<file path="config.mk">
export PLATFORM = sky130hd
export DESIGN_NAME = logic_pod_compression_flat
export DESIGN_NICKNAME = d
export VERILOG_FILES = /design/src/rtl/logic_pod_compression_if.sv /design/src/rtl/logic_pod_compression.sv /design/src/flat_wrapper.sv
export SDC_FILE = /design/constraint.sdc
export NUM_CORES = 1
export LEC_CHECK = 0
export ABC_AREA = 0
export CAP_MARGIN = 30
export CORE_MARGIN = 4
export CORE_UTILIZATION = 30
export DETAILED_ROUTE_END_ITERATION = 8
export HOLD_SLACK_MARGIN = 0.06
export PLACE_DENSITY_LB_ADDON = 0.3
export SLEW_MARGIN = 30
export SYNTH_ARGS = -nofsm -noshare
export SYNTH_HDL_FRONTEND = slang
export SYNTH_SLANG_ARGS = --single-unit
</file>
<file path="constraint.sdc">
create_clock -name clk -period 6.7 [get_ports clk]
set_input_delay 1.34 -clock clk [delete_from_list [all_inputs] [get_ports clk]]
set_output_delay 1.34 -clock clk [all_outputs]
set_load 0.005 [all_outputs]
</file>
<file path="src/rtl/logic_pod_compression_if.sv">
// Bus bundle for the logic-pod run-length compressor.
//
// Signals:
//   din[15:0]       16 samples per clock, din[0] is the earliest sample
//   din_valid       din is consumed only when 1
//   flush           force emission of the open run, if any
//   run_valid       run_data holds a completed run record (single-cycle pulse)
//   run_data[15:0]  [15]=level, [14:0]=count of constant words
//   lit_valid       lit_data holds a literal record (single-cycle pulse)
//   lit_data[15:0]  raw din word
//
// Modports:
//   master - the producer of samples and consumer of records
//   slave  - the compressor
interface logic_pod_compression_if;
    logic [15:0] din;
    logic        din_valid;
    logic        flush;
    logic        run_valid;
    logic [15:0] run_data;
    logic        lit_valid;
    logic [15:0] lit_data;

    modport master (
        output din, din_valid, flush,
        input  run_valid, run_data, lit_valid, lit_data
    );

    modport slave (
        input  din, din_valid, flush,
        output run_valid, run_data, lit_valid, lit_data
    );
endinterface

</file>
<file path="src/rtl/logic_pod_compression.sv">
// Run-length compressor for one logic-pod sample lane.
//
// All-0 / all-1 words are merged into run records; any other word is passed
// through as a literal record.
//
// Ports:
//   clk    capture clock, rising edge
//   rst_n  asynchronous active-low reset
//   bus    logic_pod_compression_if.slave (din/din_valid/flush in,
//          run_valid/run_data/lit_valid/lit_data out)
//
// Handshake: din is taken on every rising edge where din_valid=1; there is no
// backpressure. run_valid and lit_valid are single-cycle pulses valid in the
// cycle after the causing edge, and the downstream must accept every pulse.
// When both pulse together, the run record precedes the literal in the stream.
module logic_pod_compression #(
    parameter int MAX_RUN = 32767
) (
    input  logic                          clk,
    input  logic                          rst_n,
    logic_pod_compression_if.slave        bus
);

    localparam logic [14:0] MAX_C = 15'(MAX_RUN);

    logic        run_valid_q, run_valid_d;
    logic [15:0] run_data_q,  run_data_d;
    logic        lit_valid_q, lit_valid_d;
    logic [15:0] lit_data_q,  lit_data_d;
    logic        run_open_q,  run_open_d;
    logic        run_level_q, run_level_d;
    logic [14:0] run_count_q, run_count_d;
    // A flushed single-word run that could not be emitted in its own cycle
    // because the run lane was already busy; it always has count 1.
    logic        pend_q,       pend_d;
    logic        pend_level_q, pend_level_d;

    logic        is_const;
    logic        word_level;
    logic        run_emit;

    always_comb begin
        run_valid_d  = 1'b0;
        run_data_d   = run_data_q;
        lit_valid_d  = 1'b0;
        lit_data_d   = lit_data_q;
        run_open_d   = run_open_q;
        run_level_d  = run_level_q;
        run_count_d  = run_count_q;
        pend_d       = 1'b0;
        pend_level_d = pend_level_q;
        run_emit     = 1'b0;
        is_const     = (bus.din == 16'h0000) || (bus.din == 16'hFFFF);
        word_level   = bus.din[0];

        // A pending record implies no run was open, so no word below can
        // also want the run lane from an old run in this cycle.
        if (pend_q) begin
            run_valid_d = 1'b1;
            run_data_d  = {pend_level_q, 15'd1};
            run_emit    = 1'b1;
        end

        if (bus.din_valid) begin
            if (is_const) begin
                if (run_open_q && (run_level_q == word_level) && (run_count_q < MAX_C)) begin
                    run_count_d = run_count_q + 15'd1;
                end else begin
                    // Level change or saturated count closes the old run.
                    if (run_open_q) begin
                        run_valid_d = 1'b1;
                        run_data_d  = {run_level_q, run_count_q};
                        run_emit    = 1'b1;
                    end
                    run_open_d  = 1'b1;
                    run_level_d = word_level;
                    run_count_d = 15'd1;
                end
            end else begin
                lit_valid_d = 1'b1;
                lit_data_d  = bus.din;
                if (run_open_q) begin
                    run_valid_d = 1'b1;
                    run_data_d  = {run_level_q, run_count_q};
                    run_open_d  = 1'b0;
                    run_count_d = 15'd0;
                end
            end
        end

        // Flush acts on the run as left by this cycle's word. If the run lane
        // is already taken, the (fresh, count 1) run goes out next cycle.
        if (bus.flush && run_open_d) begin
            if (run_emit) begin
                pend_d       = 1'b1;
                pend_level_d = run_level_d;
            end else begin
                run_valid_d = 1'b1;
                run_data_d  = {run_level_d, run_count_d};
            end
            run_open_d  = 1'b0;
            run_count_d = 15'd0;
        end
    end

    always_ff @(posedge clk or negedge rst_n) begin
        if (!rst_n) begin
            run_valid_q  <= 1'b0;
            run_data_q   <= 16'h0000;
            lit_valid_q  <= 1'b0;
            lit_data_q   <= 16'h0000;
            run_open_q   <= 1'b0;
            run_level_q  <= 1'b0;
            run_count_q  <= 15'd0;
            pend_q       <= 1'b0;
            pend_level_q <= 1'b0;
        end else begin
            run_valid_q  <= run_valid_d;
            run_data_q   <= run_data_d;
            lit_valid_q  <= lit_valid_d;
            lit_data_q   <= lit_data_d;
            run_open_q   <= run_open_d;
            run_level_q  <= run_level_d;
            run_count_q  <= run_count_d;
            pend_q       <= pend_d;
            pend_level_q <= pend_level_d;
        end
    end

    assign bus.run_valid = run_valid_q;
    assign bus.run_data  = run_data_q;
    assign bus.lit_valid = lit_valid_q;
    assign bus.lit_data  = lit_data_q;

endmodule

</file>
<file path="src/flat_wrapper.sv">
// flat-port wrapper written by rule: the top's interface ports become plain ports
module logic_pod_compression_flat 
#(
    parameter int MAX_RUN = 32767
)
  (clk, rst_n, bus_din, bus_din_valid, bus_flush, bus_run_valid, bus_run_data, bus_lit_valid, bus_lit_data);
  logic_pod_compression_if bus_i ();
  input  logic clk;
  input  logic rst_n;
  input wire logic [$bits(bus_i.din)-1:0] bus_din;
  input wire logic [$bits(bus_i.din_valid)-1:0] bus_din_valid;
  input wire logic [$bits(bus_i.flush)-1:0] bus_flush;
  output wire logic [$bits(bus_i.run_valid)-1:0] bus_run_valid;
  output wire logic [$bits(bus_i.run_data)-1:0] bus_run_data;
  output wire logic [$bits(bus_i.lit_valid)-1:0] bus_lit_valid;
  output wire logic [$bits(bus_i.lit_data)-1:0] bus_lit_data;
  assign bus_i.din = bus_din;
  assign bus_i.din_valid = bus_din_valid;
  assign bus_i.flush = bus_flush;
  assign bus_run_valid = bus_i.run_valid;
  assign bus_run_data = bus_i.run_data;
  assign bus_lit_valid = bus_i.lit_valid;
  assign bus_lit_data = bus_i.lit_data;
  logic_pod_compression #(.MAX_RUN(MAX_RUN)) u_core (.clk(clk), .rst_n(rst_n), .bus(bus_i));
endmodule
</file>
==> impl_metrics.env <==
export IMPL_p_comb_frac=0.107
export IMPL_vias_per_cell=4.93
export IMPL_slowest_stage="nor2_2"
export IMPL_power_density_mw_per_mm2=194
export IMPL_globalRouteMet3Util=0.0521
export IMPL_ys_top_cells_by_area="dfrtp_1 (50%), mux2i_1 (11%), mux2_2 (8.0%), a22oi_1 (3.9%), nor2_1 (3.4%)"
export IMPL_post_cts_resized=0
export IMPL_required_ns=6.90
export IMPL_peakVddDrop_mv=0.0862
export IMPL_htreeDepth=2
export IMPL_syn_to_final_growth_pct=27.8
export IMPL_design_core_area_mm2=0.00872
export IMPL_wl_per_cell_um=15.1
export IMPL_met1_usage=0.149
export IMPL_critPathKind="input port to flip-flop"
export IMPL_cts_tree="built"
export IMPL_worst_pin_slew_ns=0.860
export IMPL_switchingPower_uw=144
export IMPL_postCtsHoldBufs=0
export IMPL_grt_pass1_wl_um=9920
export IMPL_setup_viol=0
export IMPL_die_x_um=102
export IMPL_die_h_um=102
export IMPL_synth_area_mm2=0.00268
export IMPL_syn_nets=254
export IMPL_p_sw_frac=0.217
export IMPL_crit_arrival_ns=3.68
export IMPL_hold_class="flip-flop to flip-flop"
export IMPL_hpwl_um=4180
export IMPL_clock_power_share=0.388
export IMPL_finalSetupTns_ns=0
export IMPL_drive_above_1_share=0.144
export IMPL_rows=34
export IMPL_antenna_cells=0
export IMPL_clk_pin_slew_ns=0.09
export IMPL_synth_top_area_frac=0.495
export IMPL_post_cts_buffers=0
export IMPL_cts_buffers_inserted=5
export IMPL_worst_r2r_setup_slack_ns=4.10
export IMPL_endpoint_kind="flip-flop"
export IMPL_nets=304
export IMPL_p_leak_uw=0.00155
export IMPL_ys_seq_area_frac=0.495
export IMPL_hold_viol_final=0
export IMPL_status="finished clean"
export IMPL_worst_setup_path_start_kind="input port"
export IMPL_synth_area_per_cell_um2=11.5
export IMPL_fillers=853
export IMPL_drv_cap=0
export IMPL_cts_root_buffer="clkbuf_8"
export IMPL_utilization=0.393
export IMPL_critPathMaxFanout=17
export IMPL_grt_max_degree=54
export IMPL_yosysTopAreaCell="dfrtp_1"
export IMPL_drt_iter0_markers=77
export IMPL_grt_overflow_total=0
export IMPL_fin_area_mm2=0.00342
export IMPL_cts_sinks=53
export IMPL_grt_use_met2=0.191
export IMPL_first_global_vias=1990
export IMPL_multiInputGateArea_mm2=0.00128
export IMPL_drt_total_wl_um=5920
export IMPL_pin_count=54
export IMPL_postPlaceCellArea_mm2=0.00329
export IMPL_fin_crit_ns=3.48
export IMPL_holdWs_ns=0.514
export IMPL_fin_skew_ns=0.00916
export IMPL_clock_path_buffers=2
export IMPL_fin_crit_sh=0.520
export IMPL_ys_warn_count=0
export IMPL_seq_area_mm2=0.00133
export IMPL_seqPwrFrac=0.505
export IMPL_intPower_uw=520
export IMPL_die_area_mm2=0.0105
export IMPL_power_total_uw=664
export IMPL_ys_ff_latch=53
export IMPL_ant_nets=0
export IMPL_clkLatencyLatePin_ns=0.31
export IMPL_max_slew_margin=0.425
export IMPL_dr_pass1_iters=5
export IMPL_drc=0
export IMPL_max_stage_delay_ns=0.59
export IMPL_antenna_found_initial=0
export IMPL_postSynthCellCount=233
export IMPL_maxSlewViolCount=0
export IMPL_ys_types=38
export IMPL_grt_busiest_layer="met2"
export IMPL_max_clock_freq_ghz=0.287
export IMPL_start_util=0.307
export IMPL_path_cells="clkdlybuf4s50_1 > nand4_2 > nor4_4 > nor3b_2 > nor2_2 > o21a_1 > mux2_2"
export IMPL_grt_setup_unrepaired="false"
export IMPL_place_congestion=0.712
export IMPL_vias=1934
export IMPL_final_common_cell="dfrtp_1"
export IMPL_most_common_layout_cells="dfrtp_1 (53), clkdlybuf4s50_1 (52), mux2i_1 (30), nor2_1 (24), mux2_2 (19)"
export IMPL_gr_usage_all_layers=0.120
export IMPL_place_port_buffers=53
## critical path, delay by kind of cell
family | cells | cell delay, ns
AND/OR/NAND/NOR | 4 | 1.19
buffers and inverters | 1 | 0.57
multiplexers | 1 | 0.33
AO/OA/AOI/OAI | 1 | 0.24
## worst paths after layout
path | start | endpoint | cells past startpoint
max reg2reg | u_core.run_count_q[3]$_DFF_PN0_ | u_core.bus.run_data[15]$_DFF_PN0_ | 7
max in group asynchronous | rst_n | u_core.bus.lit_data[10]$_DFFE_PN0P_ | 2
min in group asynchronous | rst_n | u_core.bus.run_data[3]$_DFF_PN0_ | 2
max | bus_din[0] | u_core.pend_level_q$_DFFE_PN0P_ | 7
min | u_core.bus.lit_data[0]$_DFFE_PN0P_ | u_core.bus.lit_data[0]$_DFFE_PN0P_ | 1
min reg2reg | u_core.bus.lit_data[0]$_DFFE_PN0P_ | u_core.bus.lit_data[0]$_DFFE_PN0P_ | 1
## routing by layer
metal,vias to the layer above,share of wire
met5,-,0
met4,0,0.011
met1,931,0.43
li1,942,-
met3,6,0.092
met2,55,0.46
## area by class of cell
class | instances | area share
multi-input cells | 167 | 0.374
repair buffers | 56 | 0.160
well taps | 108 | 0.0395
flip-flops and latches | 53 | 0.387
clock inverters | 3 | 0.0190
clock buffers | 5 | 0.0201
## stage by stage
step | cells | setup slack [ns]
after floorplan | 233 | 3.77
after global placement | 384 | 2.83
after detailed placement | 384 | 2.83
final | 392 | 3.22
after CTS | 392 | 3.17
after global routing | 392 | 2.99
## cells in the mapped netlist
| library cell | number |
|---|---|
| nand4_1 | 6 |
| and4_1 | 1 |
| dfrtp_1 | 53 |
| o21ai_0 | 2 |
| or3_1 | 1 |
| o21a_1 | 1 |
| mux2i_1 | 30 |
| nor2b_1 | 14 |
| nand4_2 | 1 |
| ha_1 | 1 |
| o22ai_1 | 1 |
| and3_1 | 1 |
| o211a_1 | 1 |
| buf_6 | 3 |
| buf_2 | 5 |
| nand2b_1 | 1 |
| and2_1 | 1 |
| a21oi_1 | 1 |
| nor4_2 | 1 |
| mux2_2 | 19 |
| a22oi_1 | 14 |
| nor3b_1 | 1 |
| or2_2 | 2 |
| mux2_1 | 2 |
| nor3_1 | 3 |
| nand3_1 | 6 |
| buf_4 | 1 |
| xor2_1 | 8 |
| or4_4 | 1 |
| nor2_1 | 24 |
| nor4_4 | 1 |
| clkbuf_1 | 4 |
| a21boi_2 | 1 |
| xnor2_1 | 5 |
| nand2_1 | 7 |
| nor4_1 | 7 |
| o21ai_1 | 1 |
| nor2_2 | 1 |
## cells by family after synthesis
family / count (synthesis) / share of synthesized area
buf+inv: 13 / 0.0304
simple gates: 80 / 0.167
mux: 51 / 0.200
compound gates: 22 / 0.0598
fa+ha+maj: 1 / 0.00467
xor+xnor: 13 / 0.0425
flops: 53 / 0.495
## power by group through the flow
stage | Clock, uW | Combinational [uW] | Sequential (uW)
after floorplan | 0 | 25.0 | 343
after global placement | 0 | 72.2 | 342
after detailed placement | 0 | 72.7 | 342
after CTS | 267 | 73.2 | 336
after global routing | 280 | 78.5 | 337
final | 257 | 71.2 | 335
## sequential cells by signal (all words and copies together), names as in the netlist
signal	flops
u_core.bus.run_data	16
u_core.bus.lit_valid	1
u_core.run_open_q	1
u_core.bus.lit_data	16
u_core.pend_level_q	1
u_core.run_count_q	15
u_core.pend_q	1
u_core.bus.run_valid	1
u_core.run_level_q	1
Note: power is estimated with default switching activity, not from simulation.
